<file path="config.mk">
export PLATFORM = sky130hd
export DESIGN_NAME = edge_bitmap_packer
export DESIGN_NICKNAME = d
export VERILOG_FILES = /design/src/rtl/edge_bitmap_packer.sv
export SDC_FILE = /design/constraint.sdc
export NUM_CORES = 1
export LEC_CHECK = 0
export CORE_AREA = 3 3 174 142
export CTS_CLUSTER_DIAMETER = 200
export CTS_CLUSTER_SIZE = 8
export DETAILED_ROUTE_END_ITERATION = 7
export DIE_AREA = 0 0 177 145
export GPL_ROUTABILITY_DRIVEN = 1
export GPL_TIMING_DRIVEN = 0
export HOLD_SLACK_MARGIN = 0.08
export PLACE_DENSITY = 0.76
export SYNTH_ARGS = -nofsm -noshare
export SYNTH_HDL_FRONTEND = slang
export SYNTH_SLANG_ARGS = --single-unit
export TNS_END_PERCENT = 50
</file>
<file path="constraint.sdc">
create_clock -name clock -period 3.9 [get_ports clock]
set_input_delay 1.17 -clock clock [delete_from_list [all_inputs] [get_ports clock]]
set_output_delay 1.17 -clock clock [all_outputs]
set_load 0.01 [all_outputs]
</file>
<file path="src/rtl/edge_bitmap_packer.sv">
// Packs per-pixel edge flags into 32-bit LSB-first bitmap words with border masking,
// per-frame edge counting and a 4-deep first-word-fall-through output FIFO.
module edge_bitmap_packer #(
  parameter int LINE_W  = 800,
  parameter int FRAME_H = 600,
  parameter int BORDER  = 2
) (
  input  logic        clock,
  input  logic        reset_n,
  input  logic        pix_valid,
  input  logic        frame_start,
  input  logic        edge_in,
  output logic [31:0] word_data,
  output logic        word_eol,
  output logic        word_eof,
  output logic        word_valid,
  input  logic        word_ready,
  output logic [19:0] edge_count,
  output logic        count_valid,
  output logic        overflow,
  output logic        frame_err
);

  localparam int CW = $clog2(LINE_W);
  localparam int RW = $clog2(FRAME_H);

  localparam logic [CW-1:0] COL_LAST = CW'(LINE_W - 1);
  localparam logic [CW-1:0] COL_LO   = CW'(BORDER);
  localparam logic [CW-1:0] COL_HI   = CW'(LINE_W - BORDER);
  localparam logic [RW-1:0] ROW_LAST = RW'(FRAME_H - 1);
  localparam logic [RW-1:0] ROW_LO   = RW'(BORDER);
  localparam logic [RW-1:0] ROW_HI   = RW'(FRAME_H - BORDER);

  typedef enum logic [1:0] {
    ST_IDLE   = 2'd0,
    ST_ACTIVE = 2'd1,
    ST_DONE   = 2'd2
  } state_t;

  state_t         state_r, state_n;
  logic [CW-1:0]  col_r, col_n, pcol_s;
  logic [RW-1:0]  row_r, row_n, prow_s;
  logic [4:0]     bit_idx_r, bit_idx_n, pbit_s;
  logic [31:0]    shift_r, shift_n, base_word_s, cur_word_s;
  logic [19:0]    acc_r, acc_n, base_acc_s;
  logic [19:0]    edge_count_r;
  logic           count_valid_r, overflow_r, frame_err_r;

  logic           first_s, abort_s, take_s, eff_s;
  logic           line_end_s, frame_end_s, push_s;

  logic [33:0]    fifo_mem_r [4];
  logic [1:0]     wr_ptr_r, rd_ptr_r;
  logic [2:0]     fifo_cnt_r;
  logic           pop_s, wr_ok_s;

  // Pixel datapath: effective position, masking, packing, counting and next state.
  always_comb begin
    first_s     = pix_valid && frame_start && (state_r != ST_ACTIVE);
    abort_s     = pix_valid && frame_start && (state_r == ST_ACTIVE);
    take_s      = pix_valid && ((state_r == ST_ACTIVE) || first_s);
    pcol_s      = col_r;
    prow_s      = row_r;
    pbit_s      = bit_idx_r;
    base_word_s = shift_r;
    base_acc_s  = acc_r;
    state_n     = state_r;
    col_n       = col_r;
    row_n       = row_r;
    bit_idx_n   = bit_idx_r;
    shift_n     = shift_r;
    acc_n       = acc_r;

    // A frame start (fresh or aborting) makes this pixel position (0,0) of a clean frame.
    if (first_s || abort_s) begin
      pcol_s      = '0;
      prow_s      = '0;
      pbit_s      = 5'd0;
      base_word_s = 32'd0;
      base_acc_s  = 20'd0;
    end else begin
      pcol_s      = col_r;
      prow_s      = row_r;
      pbit_s      = bit_idx_r;
      base_word_s = shift_r;
      base_acc_s  = acc_r;
    end

    eff_s       = edge_in && (pcol_s >= COL_LO) && (pcol_s < COL_HI) &&
                  (prow_s >= ROW_LO) && (prow_s < ROW_HI);
    cur_word_s  = base_word_s | ({31'd0, eff_s} << pbit_s);
    line_end_s  = (pcol_s == COL_LAST);
    frame_end_s = line_end_s && (prow_s == ROW_LAST);
    push_s      = take_s && ((pbit_s == 5'd31) || line_end_s);

    if (take_s) begin
      bit_idx_n = push_s ? 5'd0 : (pbit_s + 5'd1);
      shift_n   = push_s ? 32'd0 : cur_word_s;
      if (eff_s && (base_acc_s != 20'hFFFFF)) begin
        acc_n = base_acc_s + 20'd1;
      end else begin
        acc_n = base_acc_s;
      end
      if (line_end_s) begin
        col_n = '0;
        row_n = frame_end_s ? '0 : (prow_s + RW'(1));
      end else begin
        col_n = pcol_s + CW'(1);
        row_n = prow_s;
      end
    end else begin
      bit_idx_n = bit_idx_r;
      shift_n   = shift_r;
      acc_n     = acc_r;
      col_n     = col_r;
      row_n     = row_r;
    end

    case (state_r)
      ST_IDLE, ST_DONE: begin
        if (first_s) begin
          state_n = frame_end_s ? ST_DONE : ST_ACTIVE;
        end else begin
          state_n = ST_IDLE;
        end
      end
      ST_ACTIVE: begin
        if (take_s && frame_end_s) begin
          state_n = ST_DONE;
        end else begin
          state_n = ST_ACTIVE;
        end
      end
      default: state_n = ST_IDLE;
    endcase
  end

  // FIFO handshake: a pop in the same cycle frees the slot for a push into a full FIFO.
  always_comb begin
    pop_s   = (fifo_cnt_r != 3'd0) && word_ready;
    wr_ok_s = push_s && ((fifo_cnt_r != 3'd4) || pop_s);
  end

  // Frame state, position counters, shift word and edge accumulator.
  always_ff @(posedge clock or negedge reset_n) begin
    if (!reset_n) begin
      state_r   <= ST_IDLE;
      col_r     <= '0;
      row_r     <= '0;
      bit_idx_r <= 5'd0;
      shift_r   <= 32'd0;
      acc_r     <= 20'd0;
    end else begin
      state_r   <= state_n;
      col_r     <= col_n;
      row_r     <= row_n;
      bit_idx_r <= bit_idx_n;
      shift_r   <= shift_n;
      acc_r     <= acc_n;
    end
  end

  // Output word FIFO storage and pointers.
  always_ff @(posedge clock or negedge reset_n) begin
    if (!reset_n) begin
      for (int i = 0; i < 4; i++) begin
        fifo_mem_r[i] <= 34'd0;
      end
      wr_ptr_r   <= 2'd0;
      rd_ptr_r   <= 2'd0;
      fifo_cnt_r <= 3'd0;
    end else begin
      if (wr_ok_s) begin
        fifo_mem_r[wr_ptr_r] <= {frame_end_s, line_end_s, cur_word_s};
        wr_ptr_r             <= wr_ptr_r + 2'd1;
      end
      if (pop_s) begin
        rd_ptr_r <= rd_ptr_r + 2'd1;
      end
      fifo_cnt_r <= fifo_cnt_r + {2'd0, wr_ok_s} - {2'd0, pop_s};
    end
  end

  // Frame result and sticky status flags.
  always_ff @(posedge clock or negedge reset_n) begin
    if (!reset_n) begin
      edge_count_r  <= 20'd0;
      count_valid_r <= 1'b0;
      overflow_r    <= 1'b0;
      frame_err_r   <= 1'b0;
    end else begin
      count_valid_r <= take_s && frame_end_s;
      if (take_s && frame_end_s) begin
        edge_count_r <= acc_n;
      end
      if (push_s && !wr_ok_s) begin
        overflow_r <= 1'b1;
      end else if (first_s) begin
        overflow_r <= 1'b0;
      end
      if (abort_s) begin
        frame_err_r <= 1'b1;
      end else if (first_s) begin
        frame_err_r <= 1'b0;
      end
    end
  end

  assign word_data   = fifo_mem_r[rd_ptr_r][31:0];
  assign word_eol    = fifo_mem_r[rd_ptr_r][32];
  assign word_eof    = fifo_mem_r[rd_ptr_r][33];
  assign word_valid  = (fifo_cnt_r != 3'd0);
  assign edge_count  = edge_count_r;
  assign count_valid = count_valid_r;
  assign overflow    = overflow_r;
  assign frame_err   = frame_err_r;

endmodule
</file>
==> Word level (Yosys, flattened, before mapping) <==
Index checks and enable logic that the tools add are counted.
{ "word_totals": {"register_bits": 245, "out_inout_bits": 58, "elab_cells": 95} }
{ "op_classes": {"add_sub_neg": 8, "order_cmp": 7, "eq_ne": 8, "shifts": 1, "n_mux": 25, "bitwise": 3, "reduce_logical": 26} }
{ "op_table": {"columns": ["op", "n"], "rows": [
  ["136-bit bitwise mux", 1],
  ["34-bit two-way mux", 3],
  ["34-bit binary-select mux with 2-bit select", 1],
  ["34-bit demux with 2-bit select", 1],
  ["32-bit two-way mux", 2],
  ["20-bit two-way mux", 3],
  ["10-bit two-way mux", 5],
  ["32-bit bitwise OR", 1],
  ["1-bit by 5-bit left shift with 32-bit output", 1],
  ["10-bit by 1-bit adder with 10-bit output (second input constant)", 2],
  ["20-bit by 1-bit adder with 20-bit output (second input constant)", 1],
  ["10-bit equality test (second input constant)", 2],
  ["10-bit by 2-bit >= comparator with 1-bit output (second input constant)", 2],
  ["10-bit less-than comparator (second input constant)", 2],
  ["20-bit != test (second input constant)", 1],
  ["1-bit logical AND", 16],
  ["5-bit two-way mux", 2],
  ["3-bit >= comparator (second input constant)", 2],
  ["2-bit two-way mux", 3],
  ["2-bit NOT with 3-bit output", 2],
  ["5-bit by 1-bit adder with 5-bit output (second input constant)", 1],
  ["5-bit equality test (second input constant)", 1],
  ["2-bit by 1-bit adder with 2-bit output (second input constant)", 2],
  ["1-bit logical OR", 4],
  ["other kinds (14)", 17]
]} }

==> Depth between registers and ports, before layout <==
{ "depth": {"ltp_word": 12, "ltp_mapped": 23} }

==> Worst setup path after synthesis <==
Ideal clock, no wire load.
{ "synth_path": {"path_kind": "input to register", "from": "input port pix_valid", "to": "register fifo_cnt_r[2]", "setup_time_ns": 0.123, "arrival_ns": 5.341, "required_time_ns": 3.777, "setup_slack_ns": -1.563, "stages": 22, "cell_sequence": "buf_2 > nand2_2 > buf_2 > clkbuf_1 > clkbuf_1 > buf_1 > clkbuf_1 > and2_1 > ha_1 > nand2_1 > or2_1 > clkbuf_2 > o31a_1 > nor3b_4 > inv_1 > ha_1 > inv_1 > ha_1 > inv_1 > fa_1 > xnor2_1 > xnor2_1"} }
{ "synth_via": {"elab_chain_len": 10} }
{ "synth_lines": {"columns": ["item", "line", "text"], "rows": [
  ["start, declared", "10", "input logic pix_valid,"],
  ["1-bit logical AND", "59, 60", null],
  ["1-bit logical AND (on tied branches)", "59, 60", null],
  ["1-bit logical OR", "75", "if (first_s || abort_s) begin"],
  ["10-bit two-way mux / 5-bit two-way mux (equally long branches)", "75", null],
  ["10-bit equality test / 5-bit equality test (equally long branches)", "92, 94", null],
  ["1-bit logical OR", "94", "push_s = take_s && ((pbit_s == 5'd31) || line_end_s);"],
  ["1-bit logical AND *", "94", null],
  ["1-bit logical AND *", "141", "wr_ok_s = push_s && ((fifo_cnt_r != 3'd4) || pop_s);"],
  ["3-bit by 1-bit adder with 3-bit output *", "180", "fifo_cnt_r <= fifo_cnt_r + {2'd0, wr_ok_s} - {2'd0, pop_s};"],
  ["3-bit by 1-bit subtractor with 3-bit output *", "180", null],
  ["end signal, assigned", "180", null],
  ["end, declared", "54", "logic [2:0] fifo_cnt_r;"]
]} }
Mark *: on every way between the ends. The rest lies on a longest branch, timed or not.
A chain may end at the register's enable or synchronous reset.

==> Worst setup path after layout <==
{ "layout_path": {"from": "input port frame_start", "to": "register fifo_cnt_r[2]"} }
{ "layout_via": {"elab_chain_len": 10} }
{ "layout_lines": {"columns": ["item", "line", "text"], "rows": [
  ["start, declared", "11", "input logic frame_start,"],
  ["1-bit logical AND *", "59, 60", null],
  ["1-bit logical AND (on tied branches)", "59, 60", null],
  ["1-bit logical OR", "75", null],
  ["10-bit two-way mux / 5-bit two-way mux (equally long branches)", "75", null],
  ["10-bit equality test / 5-bit equality test (equally long branches)", "92, 94", null],
  ["1-bit logical OR", "94", null],
  ["1-bit logical AND *", "94", null],
  ["1-bit logical AND *", "141", null],
  ["3-bit by 1-bit adder with 3-bit output *", "180", null],
  ["3-bit by 1-bit subtractor with 3-bit output *", "180", null]
]} }
Marks and branches as above.

==> run_results.csv <==
group,metric,value,unit
grt,grt_overflow,0,
worst_hold_path,hold_start,"fifo_mem_r[135]",
grt,grt_pass1_vias,9065,
sta,fin_crit_sh,97.5,%
floorplan,die_y,145,µm
cells_and_area,final_nets,1228,
sta,slew_violations,0,
synth,synth_warnings,0,
worst_setup_path,critical-path-slowest-cell,"fa_2",
worst_setup_path,cp_top_family,"adder cells",
clocking,path_clk_slew,0.05,ns
sta,timing.slew.headroom,33.0,%
clocking,cts_made_buffers,36,
sta,holdWs,0.477,ns
power,power.internal,4570,µW
sta,period_minus_slack,3.80,ns
sta,timing.fmax,0.263,GHz
sta,fin_skew,0.0238,ns
placed_design,port_buffers,62,
routing,routed_via_density,6.04,
clocking,cts_htree_levels,2,
cells_and_area,final_cell_mix,"dfrtp_1 (244), nand2_1 (190), o21ai_1 (86)",
routing,routedWlPerCell,20.7,µm
cells_and_area,fillers,1848,
synth,syn_area,0.0115,mm²
floorplan,start_util,49.5,%
power,p_sw,1680,µW
grt,grt_max_degree,116,
placed_design,place_hpwl,21.7,mm
worst_hold_path,hold_class,"reg -> reg",
synth,yosysUniqueCellTypes,69,
cells_and_area,drive_gt1_share,17.0,%
worst_setup_path,max_stage_delay,0.36,ns
synth,synth.net_count,1121,
synth,async_reset_ff_share,100,%
power,pwr-share-clk,42.7,%
sta,finalSetupTns,0,ns
worst_setup_path,rr_startpoint,"bit_idx_r[0]",
outcome,status,"finished, final reports clean",
grt,grt_antenna_before_repair,0,
worst_setup_path,cp_cell_sequence,"buf_4 > nand2_8 > buf_12 > clkbuf_16 > and2_4 > ha_4 > nand2_2 > or2_1 > clkbuf_8 > o31a_1 > nor3b_4 > inv_1 > ha_1 > inv_2 > ha_4 > inv_2 > fa_2 > xnor2_2 > xnor2_1",
worst_setup_path,worst_setup_path_start_kind,"primary input",
floorplan,coreArea,0.0232,mm²
worst_setup_path,critPathMaxFanout,11,
worst_setup_path,cp.required,4.28,ns
cells_and_area,n_antenna_cell,0,
clocking,insertion_delay,0.51,ns
power,comb_power_share,14.5,%
synth,synth_seq_cells,245,
sta,worst_pin_slew,0.998,ns
synth,syn-instance-count,1101,
floorplan,io_pins,64,
clocking,cts_tree,"built",
synth,ys.flop_type,"dfrtp_1",
floorplan,die_w,177,µm
routing,drt_iter0_drc,999,
placed_design,gp_congestion,0.932,
synth,synth_edf_count,0,
power,pwr_density_cell,450,mW/mm²
grt,grt_usage,24.8,%
cells_and_area,utilization,59.8,%
run,cap_violations,0,
cells_and_area,area_growth,20.8,%
worst_setup_path,crit_start,"frame_start",
power,p_sw_share,26.9,%
clocking,clk_path_buf_depth,3,
routing,remaining_drc_errors,0,
power,seq_power_share,42.8,%
routing,drtAntennaViolNets,0,
clocking,hold_buffers,0,
synth,yosysSeqAreaShare,53.3,%
worst_setup_path,cp-end-kind,"flip-flop",
clocking,cts_sinks,245,
routing,routed_wirelength,31.5,mm
worst_setup_path,crit_buf_inv,7,
worst_setup_path,crit_type,"in -> reg",
routing,dr.pass1.iters,5,
power,ir_drop,0.000259,V
sta,setup_viol_count_final,0,
power,p_leak,0.00598,µW
cells_and_area,final_common_cell,"dfrtp_1",
worst_setup_path,arrival,4.18,ns
grt,grt_pass1_wl,50.6,mm
sta,hold_viol,0,
floorplan,die-area,0.0257,mm²
synth,synth.avg_cell_area,10.4,µm²
floorplan,rows,50,
clocking,root_buffer,"clkbuf_16",
routing,num_vias,9193,
[worst paths after layout]
path	to	slack, ns	depth (start not counted)
worst min register to register	fifo_mem_r[135]	0.48	2
worst min-delay path	fifo_mem_r[135]	0.48	2
worst max register to register	fifo_cnt_r[2]	0.68	17
min in group asynchronous	fifo_mem_r[128]	0.53	1
max in group asynchronous	acc_r[19]	2.49	2
worst max-delay path	fifo_cnt_r[2]	0.1	19
[cells in the mapped netlist (9+ instances only)]
cell | count | area share (%)
and3_1 | 9 | 0.49
dfrtp_1 | 245 | 53
nor3_1 | 21 | 0.91
xor2_1 | 21 | 1.6
nand2_1 | 192 | 6.3
and2_1 | 10 | 0.54
buf_2 | 9 | 0.39
mux2_2 | 33 | 3.2
a32oi_1 | 13 | 0.99
a22oi_1 | 27 | 1.8
nor2_1 | 72 | 2.4
nand4_1 | 17 | 0.93
nand3_1 | 36 | 1.6
o21ai_0 | 143 | 6.2
inv_1 | 17 | 0.56
ha_1 | 13 | 1.4
mux4_2 | 34 | 6.7
clkbuf_1 | 51 | 1.7
a21oi_1 | 21 | 0.91
[state kept, by name, indices dropped and copies added (netlist names)]
signal / count
fifo_mem_r: 136
shift_r: 32
acc_r: 20
edge_count: 20
col_r: 10
row_r: 10
bit_idx_r: 5
fifo_cnt_r: 3
rd_ptr_r: 2
state_r: 2
wr_ptr_r: 2
count_valid: 1
frame_err: 1
overflow: 1
[power groups by stage]
stage                     logic [µW]  registers [µW]  clock network, µW
after floorplan                  625            2680                  0
after global placement           876            2690                  0
after detailed placement         901            2690                  0
after CTS                        902            2670               2700
after global routing             983            2680               2820
final                            906            2670               2670
[worst min-delay path, stage by stage (launching register included)]
cell     delay [ns]
dfrtp_1        0.34
nand2_1        0.05
o21ai_0        0.06
[per-stage QoR]
stage          worst slack, ns  instance area (µm²)  std cells  total power, µW
2_1_floorplan           -0.773                11700       1101             3300
3_3_place_gp             -8.72                12700       1475             3570
3_5_place_dp             -2.04                12800       1477             3590
4_1_cts                 0.0200                13900       1520             6270
5_1_grt                -0.0372                13900       1521             6480
6_report                0.0966                13900       1521             6260
[cells by family after synthesis]
group / Yosys count / share of synthesized area [%]
fa+ha+maj: 14 / 1.59
compound gates: 247 / 13.0
buf+inv: 88 / 3.28
mux: 69 / 10.1
xor+xnor: 28 / 2.13
flops: 245 / 53.3
simple gates: 410 / 16.6
[layout make-up]
class | instances | area [µm²] | share of cell area, %
clock inverters | 3 | 30.0 | 0.216
clock buffers | 36 | 901 | 6.49
inverters | 18 | 70.1 | 0.504
flip-flops and latches | 245 | 6130 | 44.1
repair buffers | 75 | 772 | 5.56
well taps | 312 | 390 | 2.81
multi-input cells | 768 | 5100 | 36.8
plain buffers | 64 | 489 | 3.52
[per-layer routing]
| metal | GRT usage [%] | vias up | part of all wire [%] |
|---|---|---|---|
| met4 | 7.03 | 0 | 2.2 |
| met5 | 0 | - | 0 |
| met2 | 37.6 | 378 | 47 |
| met3 | 5.39 | 64 | 7.8 |
| met1 | 36.2 | 4611 | 43 |
| li1 | - | 4140 | - |
[repair_timing]
action	CTS	global route
hold endpoints to repair	0	0
endpoints found under the setup margin	268	68
pin swaps	7	6
gates resized for setup	37	19
setup buffers	7	4
Note: power is estimated with default switching activity, not from simulation.
